==> config.mk <==
export PLATFORM = sky130hd
export DESIGN_NAME = bnn_resp_encoder
export DESIGN_NICKNAME = d
export VERILOG_FILES = /design/src/rtl/bnn_resp_pkg.sv /design/src/rtl/bnn_resp_slot.sv /design/src/rtl/bnn_resp_encoder.sv
export SDC_FILE = /design/constraint.sdc
export NUM_CORES = 1
export LEC_CHECK = 0
export ABC_AREA = 1
export CAP_MARGIN = 20
export CELL_PAD_IN_SITES_DETAIL_PLACEMENT = 0
export CELL_PAD_IN_SITES_GLOBAL_PLACEMENT = 1
export CORE_ASPECT_RATIO = 0.75
export CORE_MARGIN = 2
export CORE_UTILIZATION = 28
export CTS_BUF_LIST = sky130_fd_sc_hd__clkbuf_4 sky130_fd_sc_hd__clkbuf_8 sky130_fd_sc_hd__clkbuf_16
export CTS_CLUSTER_SIZE = 14
export DETAILED_ROUTE_END_ITERATION = 10
export GPL_TIMING_DRIVEN = 0
export PLACE_DENSITY = 0.86
export SLEW_MARGIN = 20
export SYNTH_ARGS = -nofsm -noshare
export SYNTH_HDL_FRONTEND = slang
export SYNTH_SLANG_ARGS = --single-unit
==> constraint.sdc <==
create_clock -name clk -period 1.8 [get_ports clk]
set_clock_uncertainty 0.15 [all_clocks]
set_input_delay 0.27 -clock clk [delete_from_list [all_inputs] [get_ports clk]]
set_output_delay 0.27 -clock clk [all_outputs]
set_load 0.05 [all_outputs]
==> src/rtl/bnn_resp_pkg.sv <==
// bnn_resp_pkg: shared types and constants for the BNN response encoder
package bnn_resp_pkg;
  typedef enum logic [3:0] {IDLE, HDR, RES, IN, WHI, WLO, BHI, BLO, CHK} state_t;
  localparam int FRAME_LEN_ECHO = 8;
  localparam int FRAME_LEN_BASE = 3;
  localparam logic [7:0] HDR_DEFAULT = 8'hA5;
  typedef struct packed {
    logic [3:0] res;
    logic [3:0] in;
    logic [15:0] w;
    logic [15:0] b;
  } result_t;
endpackage

==> src/rtl/bnn_resp_slot.sv <==
// bnn_resp_slot: one-entry holding register; load wins over take, both together swap in d
module bnn_resp_slot #(
  parameter int W = 8
) (
  input  logic         clk,
  input  logic         rst_n,
  input  logic         load,
  input  logic         take,
  input  logic [W-1:0] d,
  output logic [W-1:0] q,
  output logic         full
);
  always_ff @(posedge clk) begin
    if (!rst_n) begin
      q <= '0;
      full <= 1'b0;
    end else begin
      if (load) q <= d;
      if (load || take) full <= load;
    end
  end
endmodule

==> src/rtl/bnn_resp_encoder.sv <==
// bnn_resp_encoder: captures BNN results and streams them as checksummed byte frames
// Ports: res_valid/res_data/cfg_* capture a result; tx_data/tx_valid/tx_ready form the
// byte stream; busy flags a frame in flight or pending; drop_cnt counts discarded results.
// Define BNN_RESP_ECHO_EN for the 8-byte frame echoing cfg fields; otherwise HDR,RES,CHK.
module bnn_resp_encoder
  import bnn_resp_pkg::*;
#(
  parameter logic [7:0] HDR_BYTE = HDR_DEFAULT,
  parameter int DROP_W = 8
) (
  input  logic              clk,
  input  logic              rst_n,
  input  logic              res_valid,
  input  logic [3:0]        res_data,
  input  logic [3:0]        cfg_in,
  input  logic [15:0]       cfg_w,
  input  logic [15:0]       cfg_b,
  output logic [7:0]        tx_data,
  output logic              tx_valid,
  input  logic              tx_ready,
  output logic              busy,
  output logic [DROP_W-1:0] drop_cnt
);
`ifdef BNN_RESP_ECHO_EN
  localparam int SW = $bits(result_t);
`else
  localparam int SW = 4;
`endif
  state_t state, state_nx;
  logic [SW-1:0] new_d, src_d, cur_d, pend_q;
  logic [3:0] seq, cur_seq, cur_res;
  logic [7:0] acc;
  logic idle, hs, chk_done, load_act, pend_full, pend_load, pend_take, drop, acc_en;
`ifdef BNN_RESP_ECHO_EN
  result_t cur_r;
  assign new_d = {res_data, cfg_in, cfg_w, cfg_b};
  assign cur_r = result_t'(cur_d);
  assign cur_res = cur_r.res;
`else
  logic unused_cfg;
  assign new_d = res_data;
  assign cur_res = cur_d;
  assign unused_cfg = ^{cfg_in, cfg_w, cfg_b};
`endif
  assign idle = state == IDLE;
  assign tx_valid = !idle;
  assign hs = tx_valid && tx_ready;
  assign chk_done = state == CHK && hs;
  // At the CHK handshake a pending result takes priority; a same-cycle strobe backfills the slot.
  assign load_act = (res_valid && idle) || (chk_done && (pend_full || res_valid));
  assign pend_take = chk_done && pend_full;
  assign pend_load = res_valid && !idle && (chk_done ? pend_full : !pend_full);
  assign drop = res_valid && !idle && !chk_done && pend_full;
  assign src_d = pend_take ? pend_q : new_d;
  assign acc_en = hs && state inside {RES, IN, WHI, WLO, BHI, BLO};
  assign busy = !idle || pend_full;
  bnn_resp_slot #(.W(SW)) u_pend (
    .clk(clk), .rst_n(rst_n), .load(pend_load), .take(pend_take),
    .d(new_d), .q(pend_q), .full(pend_full)
  );
  always_comb begin
    state_nx = state;
    case (state)
      IDLE: state_nx = load_act ? HDR : IDLE;
      HDR: state_nx = hs ? RES : HDR;
`ifdef BNN_RESP_ECHO_EN
      RES: state_nx = hs ? IN : RES;
      IN: state_nx = hs ? WHI : IN;
      WHI: state_nx = hs ? WLO : WHI;
      WLO: state_nx = hs ? BHI : WLO;
      BHI: state_nx = hs ? BLO : BHI;
      BLO: state_nx = hs ? CHK : BLO;
`else
      RES: state_nx = hs ? CHK : RES;
`endif
      CHK: state_nx = hs ? (load_act ? HDR : IDLE) : CHK;
      default: state_nx = IDLE;
    endcase
  end
  always_comb begin
    tx_data = 8'h00;
    case (state)
      HDR: tx_data = HDR_BYTE;
      RES: tx_data = {cur_seq, cur_res};
`ifdef BNN_RESP_ECHO_EN
      IN: tx_data = {4'h0, cur_r.in};
      WHI: tx_data = cur_r.w[15:8];
      WLO: tx_data = cur_r.w[7:0];
      BHI: tx_data = cur_r.b[15:8];
      BLO: tx_data = cur_r.b[7:0];
`endif
      CHK: tx_data = acc;
      default: tx_data = 8'h00;
    endcase
  end
  always_ff @(posedge clk) begin
    if (!rst_n) begin
      state <= IDLE;
      seq <= 4'h0;
      cur_seq <= 4'h0;
      cur_d <= '0;
      acc <= 8'h00;
      drop_cnt <= '0;
    end else begin
      state <= state_nx;
      if (load_act) begin
        cur_d <= src_d;
        cur_seq <= seq;
        seq <= seq + 4'h1;
        acc <= 8'h00;
      end else if (acc_en) begin
        acc <= acc ^ tx_data;
      end
      if (drop && !(&drop_cnt)) drop_cnt <= drop_cnt + 1'b1;
    end
  end
endmodule

* After elaboration in Yosys (flattened, before gate mapping) *
Cells that the tools add are included.

cells by class
  equal/unequal tests = 8
  reductions and logical operators = 23
  muxes and demuxes = 8
  $add $sub $neg = 2
  bitwise gates (word level) = 2

operators with widths
  cell                                                             number
  8-bit one-hot mux with 3 select lines                            1
  4-bit by 3-bit == test with 1-bit output, second input constant  4
  4-bit one-hot mux with 4 select lines                            1
  4-bit 2-to-1 mux                                                 3
  1-bit logical AND                                                11
  8-bit by 1-bit adder with 8-bit output, second input constant    1
  4-bit by 2-bit == test with 1-bit output, second input constant  2
  8-bit AND reduction                                              1
  8-bit bitwise XOR                                                1
  6-bit nonzero test                                               1
  4-bit by 1-bit adder with 4-bit output, second input constant    1
  4-bit by 1-bit == test with 1-bit output, second input constant  1
  4-bit == test, second input constant                             1
  1-bit logical NOT                                                4
  4-bit logical NOT                                                1
  1-bit logical OR                                                 4
  1-bit 2-to-1 mux                                                 2
  2-bit 2-to-1 mux                                                 1
  2-bit OR reduction                                               1
  1-bit NOT                                                        1

storage, ports and cells
  logic and storage cells = 51
  output and inout port bits = 18
  register bits after elaboration = 37

* Longest topological paths before layout *
  word-level depth = 9
  mapped depth = 9
  gate-level depth less buffers = 9

* Modules after synthesis *
Synthesis repeated with hierarchy kept, for this count alone.

unflattened totals
  cell total of the unflattened synthesis = 251
  area total of the unflattened synthesis = 1,813.0 µm²

by module, submodules not included
  module            area each (µm²)  instances  seq. area each (µm²)  cells an instance
  bnn_resp_encoder  1,639.1          1          620.6                 229
  bnn_resp_slot     173.9            1          100.1                 22

* Least setup slack after synthesis *
No wires, ideal clock.

  kind = flip-flop to flip-flop
  start point = reg drop_cnt[0]
  end point = reg drop_cnt[1]
  library setup time = 115 ps
  stages on the path, launching flop included = 9
  arrival = 1,780 ps
  path buffers = 0
  setup slack = -245 ps
  period minus slack after synthesis = 2,045 ps
  data required time = 1,535 ps
  cells stage by stage = dfxtp_1 > ha_1 > nand2_1 > nor2_1 > nand4_2 > nand2_2 > inv_2 > nor2_1 > nor2_1

between the ends
  longest elaborated chain between the ends = 3
  elaborated cells between the ends (all ways) = 4
  classes of those cells = 1 x add/sub; 3 x reduce/logical

ends and longest elaborated chain
  element                                                                         line                     RTL
  start, declared                                                                 bnn_resp_encoder.sv:22   output logic [DROP_W-1:0] drop_cnt
  start signal, assigned                                                          bnn_resp_encoder.sv:114  if (drop && !(&drop_cnt)) drop_cnt <= drop_cnt + 1'b1;
  branches (longest 3 deep; another with 8-bit by 1-bit adder with 8-bit output)  -

Parallel ways; which one is timed is not known.
A chain may end at the register's enable or synchronous reset.

* Worst setup path after layout *
  start point = reg state[1]
  end point = out busy

between the ends
  longest elaborated chain between the ends = 3

ends and longest elaborated chain
  element                 line                     RTL
  start, declared         bnn_resp_encoder.sv:29   state_t state, state_nx;
  start signal, assigned  bnn_resp_encoder.sv:105  state <= state_nx;
  4-bit logical NOT       bnn_resp_encoder.sv:45   assign idle = state == IDLE;
  1-bit logical NOT       bnn_resp_encoder.sv:56   assign busy = !idle || pend_full;
  1-bit logical OR        bnn_resp_encoder.sv:56
  end, declared           bnn_resp_encoder.sv:21   output logic busy,

Every way passes these cells.

==> impl_results.md <==
- Largest net degree at the start of global routing: 12
- Sequential fraction of the synthesis area: 39.8%
- Chip height: 73.6 µm
- DIE AREA: 7130 µm²
- Die width: 96.8 µm
- Hold depth: 2
- DR DRC count: 0
- Logic pwr share: 19.2%
- Rel. slew slack: 64.8%
- R2r setup slk: 0.10 ns
- Worst R2R Start: state[1]
- CTS Buf Count: 5
- Setup WS post-layout: -0.00252 ns
- Initial Util: 28.8%
- Tot GR Track Use: 12.6%
- Final Max Tran Viols: 0
- RSZ-0062 raised after global routing: yes
- Register bit count reported by yosys: 36
- Synthesized area: 1810 µm²
- WS Path Type: reg -> out
- Worst slew pin tran: 0.529 ns
- Drt first-iter violations: 77
- Switch share: 27.7%
- Net Count, Synth: 300
- Final Hold Fails: 0
- CTS Hold Bufs: 0
- # rows: 25
- Fin crit share: 100%
- Root Buffer Master: clkbuf_8
- CP required: 1.38 ns
- Power Dens Cells: 783 nW/µm²
- Vias: 1764
- Fmax: 0.555 GHz
- Initial antenna violation count: 0
- H-tree Lvls: 2
- Destination of the worst hold path: u_pend.q[2]
- N_diodes: 0
- Minimum clock period: 1.80 ns
- Vias in the first global route: 1622
- Dominant cells by area after synthesis: dfxtp_1 40%, nand2_1 14%, nand3_1 6.6%
- Most common cell after layout, fill and taps aside: nand2_1
- Met1 WL: 2.16 mm
- Fin nets: 342
- Ports: 62
- Final setup fails: 1
- Critical Path Sink Type: output pin
- Post-route ant nets: 0
- Total iterations of the first detailed-routing run: 4
- Top cell type by total area after synthesis: dfxtp_1
- Clk pin slew, worst setup/hold paths: 0.07 ns
- First-pass GRT wire length: 7.30 mm
- Failing checks: setup timing
- Run status: finished with violations
- Synth top area share: 39.8%
- Critical path data arrival time: 1.38 ns
- Max IR drop VDD: 0.000396 V
- Max-Cap Viols: 0
- Internal Power: 1.41 mW
- Finished Layout Cells: 377
- Placed Cells: 359
- CTS tree: built
- Routed wire length: 4.30 mm
- Worst Setup Start Kind: flop
- Worst-path fanout max: 5
- Synth Warn #: 0
- R2R cell count: 7
- Clock Sinks: 36
- Clock Path Buffers: 2
- Clk network pwr share: 36.6%
- Syn Inst Count: 253
- Port buffer count: 25
- Total power: 1.95 mW
- DR WL met2: 1.93 mm
- Top sig layer: met4
- Met3 routed WL: 167 µm
- Worst-skew pair later-pin latency: 0.29 ns
- Grt total ovfl: 0
- Pleak: 1.03 nW
- R2r endpoint: u_pend.q[3]
- CORE AREA: 6290 µm²
- Layout area overhead: 37.8%
- Seq pwr share: 44.2%
- Share of cells above drive strength 1: 23.3%
- Psw: 0.541 mW
- Cell variety after synth: 28
- Wire per inst: 11.4 µm
- Most frequent cells in the layout: 61 x nand2_1, 31 x dfxtp_1, 26 x nor2_1, 20 x a21oi_1, 18 x nand3_1
- Hold path start: u_pend.q[2]
- GP Congestion: 0.746
- Mapped Avg Cell Area: 7.15 µm²
- Estimated wirelength of the detail-placed design: 2.91 mm
- Hold Path Class: reg -> reg
- Via density: 4.68
critical path, stage by stage, from the launching register on:
cell	delay (ns)
dfxtp_4	0.36
nor2_4	0.17
buf_6	0.13
nand2_4	0.05
or2_4	0.23
buf_8	0.15
timing repair:
action | 4_1_cts | 5_1_grt
gates resized for setup | 91 | 26
setup endpoints to repair | 27 | 34
cloned | 1 | 0
pin swaps | 4 | 6
buffers inserted | 8 | 2
kinds of logic (layout without fill, tap and decap cells):
group	Yosys count	count (layout)	synth area share, %
adder cells (fa/ha/maj)	3	3	2.07
AO/OA/AOI/OAI	42	42	11.8
flip-flops	36	36	39.8
XOR/XNOR	5	5	2.42
AND/OR/NAND/NOR	141	142	36.3
buffers and inverters	26	68	7.61
power by group through the flow:
stage	logic [mW]	registers, mW	clock network, mW
6_report	0.375	0.862	0.714
5_1_grt	0.412	0.867	0.776
4_1_cts	0.357	0.859	0.735
3_5_place_dp	0.312	0.877	0
3_3_place_gp	0.308	0.877	0
2_1_floorplan	0.214	0.876	0
registers in the layout, indices dropped and copies added (netlist names):
signal       flops
acc              8
cur_d            4
cur_seq          4
drop_cnt         8
seq              4
state            3
u_pend.full      1
u_pend.q         4
through the flow:
stage                     util [%]  area (µm²)  setup WS [ns]  setup TNS, ns  hold slack (ns)
after floorplan                  -        1820      -0.000222      -0.000222            0.210
after global placement        34.5        2170         -0.512          -9.79            0.285
after detailed placement      34.5        2170         -0.512         -10.04            0.289
after CTS                     38.2        2400        0.00662              0            0.282
after global routing          39.6        2490        -0.0731         -0.390            0.315
final                         39.6        2490       -0.00252       -0.00252            0.297
worst max path at each step:
| stage | slack (ns) | startpoint | cells after the start | end |
|---|---|---|---|---|
| finish | -0.003 | state[1] | 5 | busy |
| global route | -0.07 | state[1] | 6 | tx_data[4] |
| CTS | 0.007 | state[1] | 5 | tx_data[4] |
| detailed placement | -0.51 | state[1] | 6 | tx_data[4] |
| global placement | -0.51 | state[1] | 6 | tx_data[4] |
| floorplan | -0.0002 | drop_cnt[2] | 7 | drop_cnt[1] |
synthesized netlist by cell type:
cell type	instances
a21oi_1	23
and2_4	1
buf_12	1
buf_2	1
buf_4	1
buf_6	1
buf_8	1
clkbuf_1	3
dfxtp_1	36
ha_1	3
inv_1	13
inv_2	5
nand2_1	66
nand2_2	2
nand3_1	24
nand3b_1	11
nand4_1	4
nand4_2	1
nor2_1	27
nor2_2	1
nor2_4	1
nor3_4	1
o21a_1	1
o21ai_0	12
o21ai_1	6
or2_2	2
xnor2_1	3
xor2_1	2
layer usage:
metal | global-route usage [%] | vias to the layer above
met3 | 3.24 | 5
met2 | 20.6 | 29
met4 | 4.23 | 0
li1 | - | 922
met5 | 0 | -
met1 | 16.5 | 808
final cells by class:
class	instances	area, µm²
Multi-Input combinational cell	192	1050
Clock buffer	6	76.3
Sequential cell	36	739
Inverter	18	70.1
Tap cell	81	101
Timing Repair Buffer	35	357
Fill cell	676	3790
Buffer	7	60.1
Clock inverter	2	35.0
Note: power is estimated with default switching activity, not from simulation.
